<file path="src/rtl/uart_pkg.sv">
// Shared UART definitions: FSM state encoding, parity modes and frame payload types
// used by both the receiver and the transmitter.
package uart_pkg;

  typedef enum logic [2:0] {
    ST_IDLE   = 3'd0,
    ST_START  = 3'd1,
    ST_DATA   = 3'd2,
    ST_PARITY = 3'd3,
    ST_STOP   = 3'd4
  } uart_state_e;

  localparam logic PARITY_EVEN = 1'b0;
  localparam logic PARITY_ODD  = 1'b1;

  typedef struct packed {
    logic frame_err;
    logic parity_err;
  } uart_rx_flags_t;

  typedef struct packed {
    logic parity_en;
    logic parity_odd;
    logic stop2;
  } uart_frame_cfg_t;

endpackage

</file>
<file path="src/rtl/uart_rx_sampler.sv">
// Brings the asynchronous serial line into the clk domain and forms the 2-of-3
// majority over the current and two previous baud_tick samples.
module uart_rx_sampler #(
  parameter int unsigned SYNC_STAGES = 2
) (
  input  logic clk,
  input  logic arst_n,
  input  logic rst,
  input  logic baud_tick,
  input  logic rx_in,
  output logic sample_c,
  output logic majority_c
);

  logic [SYNC_STAGES-1:0] sync_q;
  logic [1:0]             hist_q;

  // Synchroniser resets to idle-high so reset never looks like a start edge
  always_ff @(posedge clk or negedge arst_n) begin
    if (!arst_n) begin
      sync_q <= '1;
      hist_q <= '1;
    end else if (rst) begin
      sync_q <= '1;
      hist_q <= '1;
    end else begin
      sync_q <= {sync_q[SYNC_STAGES-2:0], rx_in};
      if (baud_tick) begin
        hist_q <= {hist_q[0], sync_q[SYNC_STAGES-1]};
      end
    end
  end

  assign sample_c   = sync_q[SYNC_STAGES-1];
  assign majority_c = (hist_q[1] & hist_q[0]) | (hist_q[1] & sample_c) | (hist_q[0] & sample_c);

endmodule

</file>
<file path="src/rtl/uart_rx_ovs.sv">
// Oversampling UART receiver: frame FSM, tick/bit counters and a one-deep
// valid/ready output register with overrun reporting.
module uart_rx_ovs
  import uart_pkg::*;
#(
  parameter int unsigned WIDTH       = 8,
  parameter int unsigned OVS         = 16,
  parameter int unsigned SYNC_STAGES = 2
) (
  input  logic             clk,
  input  logic             arst_n,
  input  logic             rst,
  input  logic             rx_en,
  input  logic             baud_tick,
  input  logic             rx_in,
  input  logic             parity_en,
  input  logic             parity_odd,
  input  logic             stop2,
  output logic [WIDTH-1:0] data,
  output logic             valid,
  input  logic             ready,
  output logic             busy,
  output logic             frame_err,
  output logic             parity_err,
  output logic             overrun
);

  localparam int unsigned       TICK_W      = $clog2(OVS);
  localparam int unsigned       BIT_W       = $clog2(WIDTH);
  localparam logic [TICK_W-1:0] TICK_DECIDE = TICK_W'(OVS / 2 + 1);
  localparam logic [TICK_W-1:0] TICK_LAST   = TICK_W'(OVS - 1);
  localparam logic [BIT_W-1:0]  BIT_LAST    = BIT_W'(WIDTH - 1);

  logic sample_c;
  logic majority_c;

  uart_rx_sampler #(
    .SYNC_STAGES(SYNC_STAGES)
  ) u_sampler (
    .clk       (clk),
    .arst_n    (arst_n),
    .rst       (rst),
    .baud_tick (baud_tick),
    .rx_in     (rx_in),
    .sample_c  (sample_c),
    .majority_c(majority_c)
  );

  uart_state_e       state_q, state_d;
  logic [TICK_W-1:0] tick_q, tick_d;
  logic [BIT_W-1:0]  bit_q, bit_d;
  logic [WIDTH-1:0]  shift_q, shift_d;
  uart_frame_cfg_t   cfg_q, cfg_d;
  logic              par_err_q, par_err_d;
  logic              stop_err_q, stop_err_d;
  logic [WIDTH-1:0]  data_q, data_d;
  uart_rx_flags_t    flags_q, flags_d;
  logic              valid_q, valid_d;
  logic              busy_q, busy_d;
  logic              overrun_q, overrun_d;
  logic              decide_c, last_tick_c, deliver_c;

  always_ff @(posedge clk or negedge arst_n) begin
    if (!arst_n) begin
      state_q    <= ST_IDLE;
      tick_q     <= '0;
      bit_q      <= '0;
      shift_q    <= '0;
      cfg_q      <= '0;
      par_err_q  <= 1'b0;
      stop_err_q <= 1'b0;
      data_q     <= '0;
      flags_q    <= '0;
      valid_q    <= 1'b0;
      busy_q     <= 1'b0;
      overrun_q  <= 1'b0;
    end else begin
      state_q    <= state_d;
      tick_q     <= tick_d;
      bit_q      <= bit_d;
      shift_q    <= shift_d;
      cfg_q      <= cfg_d;
      par_err_q  <= par_err_d;
      stop_err_q <= stop_err_d;
      data_q     <= data_d;
      flags_q    <= flags_d;
      valid_q    <= valid_d;
      busy_q     <= busy_d;
      overrun_q  <= overrun_d;
    end
  end

  always_comb begin
    state_d     = state_q;
    tick_d      = tick_q;
    bit_d       = bit_q;
    shift_d     = shift_q;
    cfg_d       = cfg_q;
    par_err_d   = par_err_q;
    stop_err_d  = stop_err_q;
    data_d      = data_q;
    flags_d     = flags_q;
    valid_d     = valid_q && !ready;
    overrun_d   = 1'b0;
    deliver_c   = 1'b0;
    decide_c    = baud_tick && (tick_q == TICK_DECIDE);
    last_tick_c = baud_tick && (tick_q == TICK_LAST);

    if (baud_tick && (state_q != ST_IDLE)) begin
      tick_d = last_tick_c ? '0 : tick_q + TICK_W'(1);
    end

    case (state_q)
      // The detecting tick is tick 0 of the start bit
      ST_IDLE: begin
        if (baud_tick && rx_en && !sample_c) begin
          state_d          = ST_START;
          tick_d           = TICK_W'(1);
          bit_d            = '0;
          cfg_d.parity_en  = parity_en;
          cfg_d.parity_odd = parity_odd;
          cfg_d.stop2      = stop2;
          par_err_d        = 1'b0;
          stop_err_d       = 1'b0;
        end
      end
      ST_START: begin
        if (decide_c && majority_c) begin
          state_d = ST_IDLE;
          tick_d  = '0;
        end else if (last_tick_c) begin
          state_d = ST_DATA;
        end
      end
      ST_DATA: begin
        if (decide_c) begin
          shift_d = {majority_c, shift_q[WIDTH-1:1]};
        end
        if (last_tick_c) begin
          if (bit_q == BIT_LAST) begin
            state_d = cfg_q.parity_en ? ST_PARITY : ST_STOP;
            bit_d   = '0;
          end else begin
            bit_d = bit_q + BIT_W'(1);
          end
        end
      end
      ST_PARITY: begin
        if (decide_c) begin
          par_err_d = ((^shift_q) ^ majority_c) != (cfg_q.parity_odd == PARITY_ODD);
        end
        if (last_tick_c) begin
          state_d = ST_STOP;
        end
      end
      // Leave at the last stop decision tick so a following start edge is not missed
      ST_STOP: begin
        if (decide_c) begin
          stop_err_d = stop_err_q | ~majority_c;
          if (bit_q == BIT_W'(cfg_q.stop2)) begin
            state_d   = ST_IDLE;
            tick_d    = '0;
            bit_d     = '0;
            deliver_c = 1'b1;
          end
        end else if (last_tick_c) begin
          bit_d = bit_q + BIT_W'(1);
        end
      end
      default: begin
        state_d = ST_IDLE;
        tick_d  = '0;
        bit_d   = '0;
      end
    endcase

    if (!rx_en && (state_q != ST_IDLE)) begin
      state_d   = ST_IDLE;
      tick_d    = '0;
      bit_d     = '0;
      deliver_c = 1'b0;
    end

    // A frame completing while the consumer is not taking the held one is dropped
    if (deliver_c) begin
      if (valid_q && !ready) begin
        overrun_d = 1'b1;
      end else begin
        data_d             = shift_q;
        flags_d.frame_err  = stop_err_d;
        flags_d.parity_err = par_err_q;
        valid_d            = 1'b1;
      end
    end

    if (rst) begin
      state_d    = ST_IDLE;
      tick_d     = '0;
      bit_d      = '0;
      shift_d    = '0;
      cfg_d      = '0;
      par_err_d  = 1'b0;
      stop_err_d = 1'b0;
      data_d     = '0;
      flags_d    = '0;
      valid_d    = 1'b0;
      overrun_d  = 1'b0;
    end

    busy_d = (state_d != ST_IDLE);
  end

  assign data       = data_q;
  assign valid      = valid_q;
  assign busy       = busy_q;
  assign frame_err  = flags_q.frame_err;
  assign parity_err = flags_q.parity_err;
  assign overrun    = overrun_q;

endmodule

</file>
<file path="config.mk">
export PLATFORM = sky130hd
export DESIGN_NAME = uart_rx_ovs
export DESIGN_NICKNAME = d
export VERILOG_FILES = /design/src/rtl/uart_pkg.sv /design/src/rtl/uart_rx_sampler.sv /design/src/rtl/uart_rx_ovs.sv
export SDC_FILE = /design/constraint.sdc
export NUM_CORES = 1
export LEC_CHECK = 0
export ABC_CLOCK_PERIOD_IN_PS = 2230
export CELL_PAD_IN_SITES_DETAIL_PLACEMENT = 0
export CELL_PAD_IN_SITES_GLOBAL_PLACEMENT = 1
export CORE_ASPECT_RATIO = 1.2
export CORE_MARGIN = 2
export CORE_UTILIZATION = 30
export DETAILED_ROUTE_END_ITERATION = 10
export GPL_TIMING_DRIVEN = 0
export HOLD_SLACK_MARGIN = 0.08
export PLACE_DENSITY = 0.6
export SYNTH_ARGS = -nofsm -noshare
export SYNTH_HDL_FRONTEND = slang
export SYNTH_SLANG_ARGS = --single-unit
</file>
<file path="constraint.sdc">
create_clock -name clk -period 2.23 [get_ports clk]
set_input_delay 0.446 -clock clk [delete_from_list [all_inputs] [get_ports clk]]
set_output_delay 0.446 -clock clk [all_outputs]
set_load 0.05 [all_outputs]
</file>
==> flow_summary.toml <==
[critical_path]
cpMaxStageDelayCell = "clkdlybuf4s50_1"
worstPathCellList = "clkdlybuf4s50_1, buf_6, and4b_2, nand4b_4, nor2b_2, buf_6, mux2i_1, nor2_1"
timing.rr.end = "bit_q[0]"
cp_top_family = "buffers and inverters"
crit_top_cell = "buf_6"
critPathLaunchType = "input port"
critPathBufInv = 3
worstPathRequired_ns = 2.39
max_stage_delay_ns = 0.54
rr_worst_depth = 7
r2r_slack_ns = 0.18
cp.arrival_ns = 2.25
critPathMaxFanout = 10
worstSetupPathType = "in2reg"
r2r-start = "tick_q[1]"
cp-end-kind = "flip-flop"

[layout]
final_cell_mix = "nor2_1, dfrtp_1, mux2i_1, clkdlybuf4s50_1"
final_util = 0.3794
antenna_cells = 0
nNetsFinal = 248
final_common_cell = "nor2_1"
drive_above_1_share = 0.1574
syn_to_final_growth_pct = 24.83

[sta]
rsz0062_at_grt = "false"
setup_violations = 0
worst_pin_slew_ns = 0.5266
fmax_ghz = 0.4782
slew_violations = 0
max-slew-margin-rel = 0.6478
post-route-period-util = 0.9377
finalSetupTns_ns = 0
hold_viol_final = 0
fin_crit_ns = 2.091
fin_worst_skew_ns = 0.006645

[hold_path]
hp-class = "reg2reg"
whs_endpoint = "data[6]"
hp-start = "data[6]"
whs_path_depth = 2

[logic_synthesis]
synth_cells = 201
synth-seq-cells = 40
async_flop_share = 1.000
synth_xor_area_frac = 0.04666
synth.avg_cell_area_um2 = 10.81
synth_top_family_by_area = "simple AND/OR/NAND/NOR gates"
yosysWarnings = 0
synth_compound_area_frac = 0.09850
synth_seq_area_share = 0.4631
muxShareOfSynthArea = 0.1066
synthFlopType = "dfrtp_1"
synthesis.area_um2 = 2172
synth_nets = 215
synth-simple-area-share = 0.2229
synthAdderAreaFrac = 0.02765
synthDistinctLibCells = 52
synth_edf_count = 0

[global_route]
grtUsageTotal = 0.1290
grt_pass1_vias = 1564
antenna_found_initial = 0
grt_max_degree = 31
overflow = 0
grt_pass1_wl_mm = 7.955

[detailed_routing]
wl_per_cell_um = 14.50
via_count = 1533
drt_pass1_iterations = 4
finalWirelength_mm = 4.712
final_antenna_net_count = 0
drc = 0
via_per_inst = 4.717
drt_iter0_drc = 54

[clock_tree]
cts.sinks = 40
clk_pin_slew_ns = 0.08
cts_tree = "done"
cts_buffers = 5
cts_root_buf = "clkbuf_8"
cts_buffer_depth = 2
clkLatencyLatePin_ns = 0.30
cts.htree.levels = 2

[power_and_ir_drop]
power.density_nw_per_um2 = 611.5
p_leak_nw = 1.149
peakVddDrop_mv = 0.3771

[die]
fp.dieH_um = 97.21
rows = 34
start_util = 0.3039
dieWidth_um = 81.68
fp.coreArea_um2 = 7147
die_area_um2 = 7940
ios = 23

[flow_run]
cap_violations = 0

[placed_design]
dpl.hpwl_mm = 3.398
place_congestion = 0.8123
portBuffers = 21

[outcome]
outcome = "finished, final reports clean"
==> through the flow <==
stage / hold slack [ns] / total power, mW / worst slack [ns] / cell area [um2] / instances
after global routing: 0.5601 / 1.724 / 0.03183 / 2711 / 325
after detailed placement: 0.3400 / 0.8425 / -0.2853 / 2510 / 313
final: 0.5294 / 1.658 / 0.1390 / 2711 / 325
after global placement: 0.5101 / 0.8397 / -0.4460 / 2495 / 312
after CTS: 0.5353 / 1.681 / 0.02319 / 2679 / 322
after floorplan: 0.1504 / 0.7931 / 0.3773 / 2172 / 201
==> tightest hold or removal path, delay by kind of cell (launching register included) <==
kind	cells	cell delay, ns
flops	1	0.35
mux	1	0.07
simple gates	1	0.08
==> synthesized netlist by cell type (2+ instances only) <==
| cell type | instances | area [um2] |
|---|---|---|
| dfstp_2 | 4 | 105.1 |
| inv_1 | 5 | 18.77 |
| mux2i_1 | 22 | 220.2 |
| nand2_1 | 5 | 18.77 |
| or2_2 | 3 | 18.77 |
| dfrtp_1 | 36 | 900.9 |
| buf_2 | 3 | 15.01 |
| o21ai_0 | 3 | 15.01 |
| nor2b_1 | 6 | 37.54 |
| xor2_1 | 4 | 35.03 |
| nor4_4 | 2 | 42.54 |
| nor3_1 | 4 | 20.02 |
| nand3_1 | 2 | 10.01 |
| buf_6 | 2 | 22.52 |
| nor2_1 | 37 | 138.9 |
| ha_1 | 4 | 50.05 |
| a211oi_1 | 2 | 15.01 |
| a211o_1 | 3 | 26.28 |
| xnor2_1 | 5 | 43.79 |
| a21oi_1 | 4 | 20.02 |
| o31ai_1 | 2 | 15.01 |
| nand2b_1 | 6 | 37.54 |
| a21o_1 | 2 | 15.01 |
| clkbuf_1 | 4 | 15.01 |
| nand4_1 | 2 | 12.51 |
| nor3b_1 | 2 | 15.01 |
| and3_1 | 2 | 12.51 |
==> how the worst max path moves through the flow <==
stage	startpoint	end	slack, ns	cells after the start
after floorplan	tick_q[1]	bit_q[0]	0.38	7
after global placement	arst_n	bit_q[0]	-0.45	1
after detailed placement	baud_tick	parity_err	-0.29	8
after CTS	baud_tick	data[0]	0.02	8
after global routing	baud_tick	data[0]	0.03	8
final	baud_tick	data[0]	0.14	8
==> flip-flops by register name, indices dropped and copies added (netlist names), 2 cells and up <==
name and flops:
data 8, shift_q 8, tick_q 4, bit_q 3
cfg_q 3, state_q 3, u_sampler.hist_q 2, u_sampler.sync_q 2
==> cells by family after synthesis <==
group,count (synthesis)
adder cells (fa/ha/maj),5
buffers and inverters,15
XOR/XNOR,10
multiplexers,23
AND/OR/NAND/NOR,81
flip-flops,40
AO/OA/AOI/OAI,27
==> power by group <==
| part | leakage [nW] | switching, mW | internal [mW] | total, mW |
|---|---|---|---|---|
| sequential | 0.545 | 0.00388 | 0.734 | 0.737 |
| combinational | 0.526 | 0.0541 | 0.0375 | 0.0917 |
| clock | 0.0784 | 0.269 | 0.560 | 0.829 |
| total | 1.15 | 0.327 | 1.33 | 1.66 |
==> layout make-up <==
class	instances	area (um2)
buffer	10	56.30
clock buffer	5	68.82
clock inverter	3	90.09
fill	734	4436
inverter	5	18.77
multi-input combinational	146	1101
sequential	40	1006
tap	90	112.6
timing repair buffer	26	257.7
==> timing repair <==
item / 4_1_cts / 5_1_grt
hold buffers: 1 / 0
endpoints found under the hold margin: 6 / 0
setup endpoints to repair: 0 / 9
buffers inserted: 0 / 3
gates resized for setup: 0 / 2
==> metal layers <==
metal	wire, um	GRT usage
met3	131	0.02416
met1	2166	0.1655
met2	2318	0.2093
met5	0	0
met4	96	0.05513
Power figures use the tool's default switching activity.
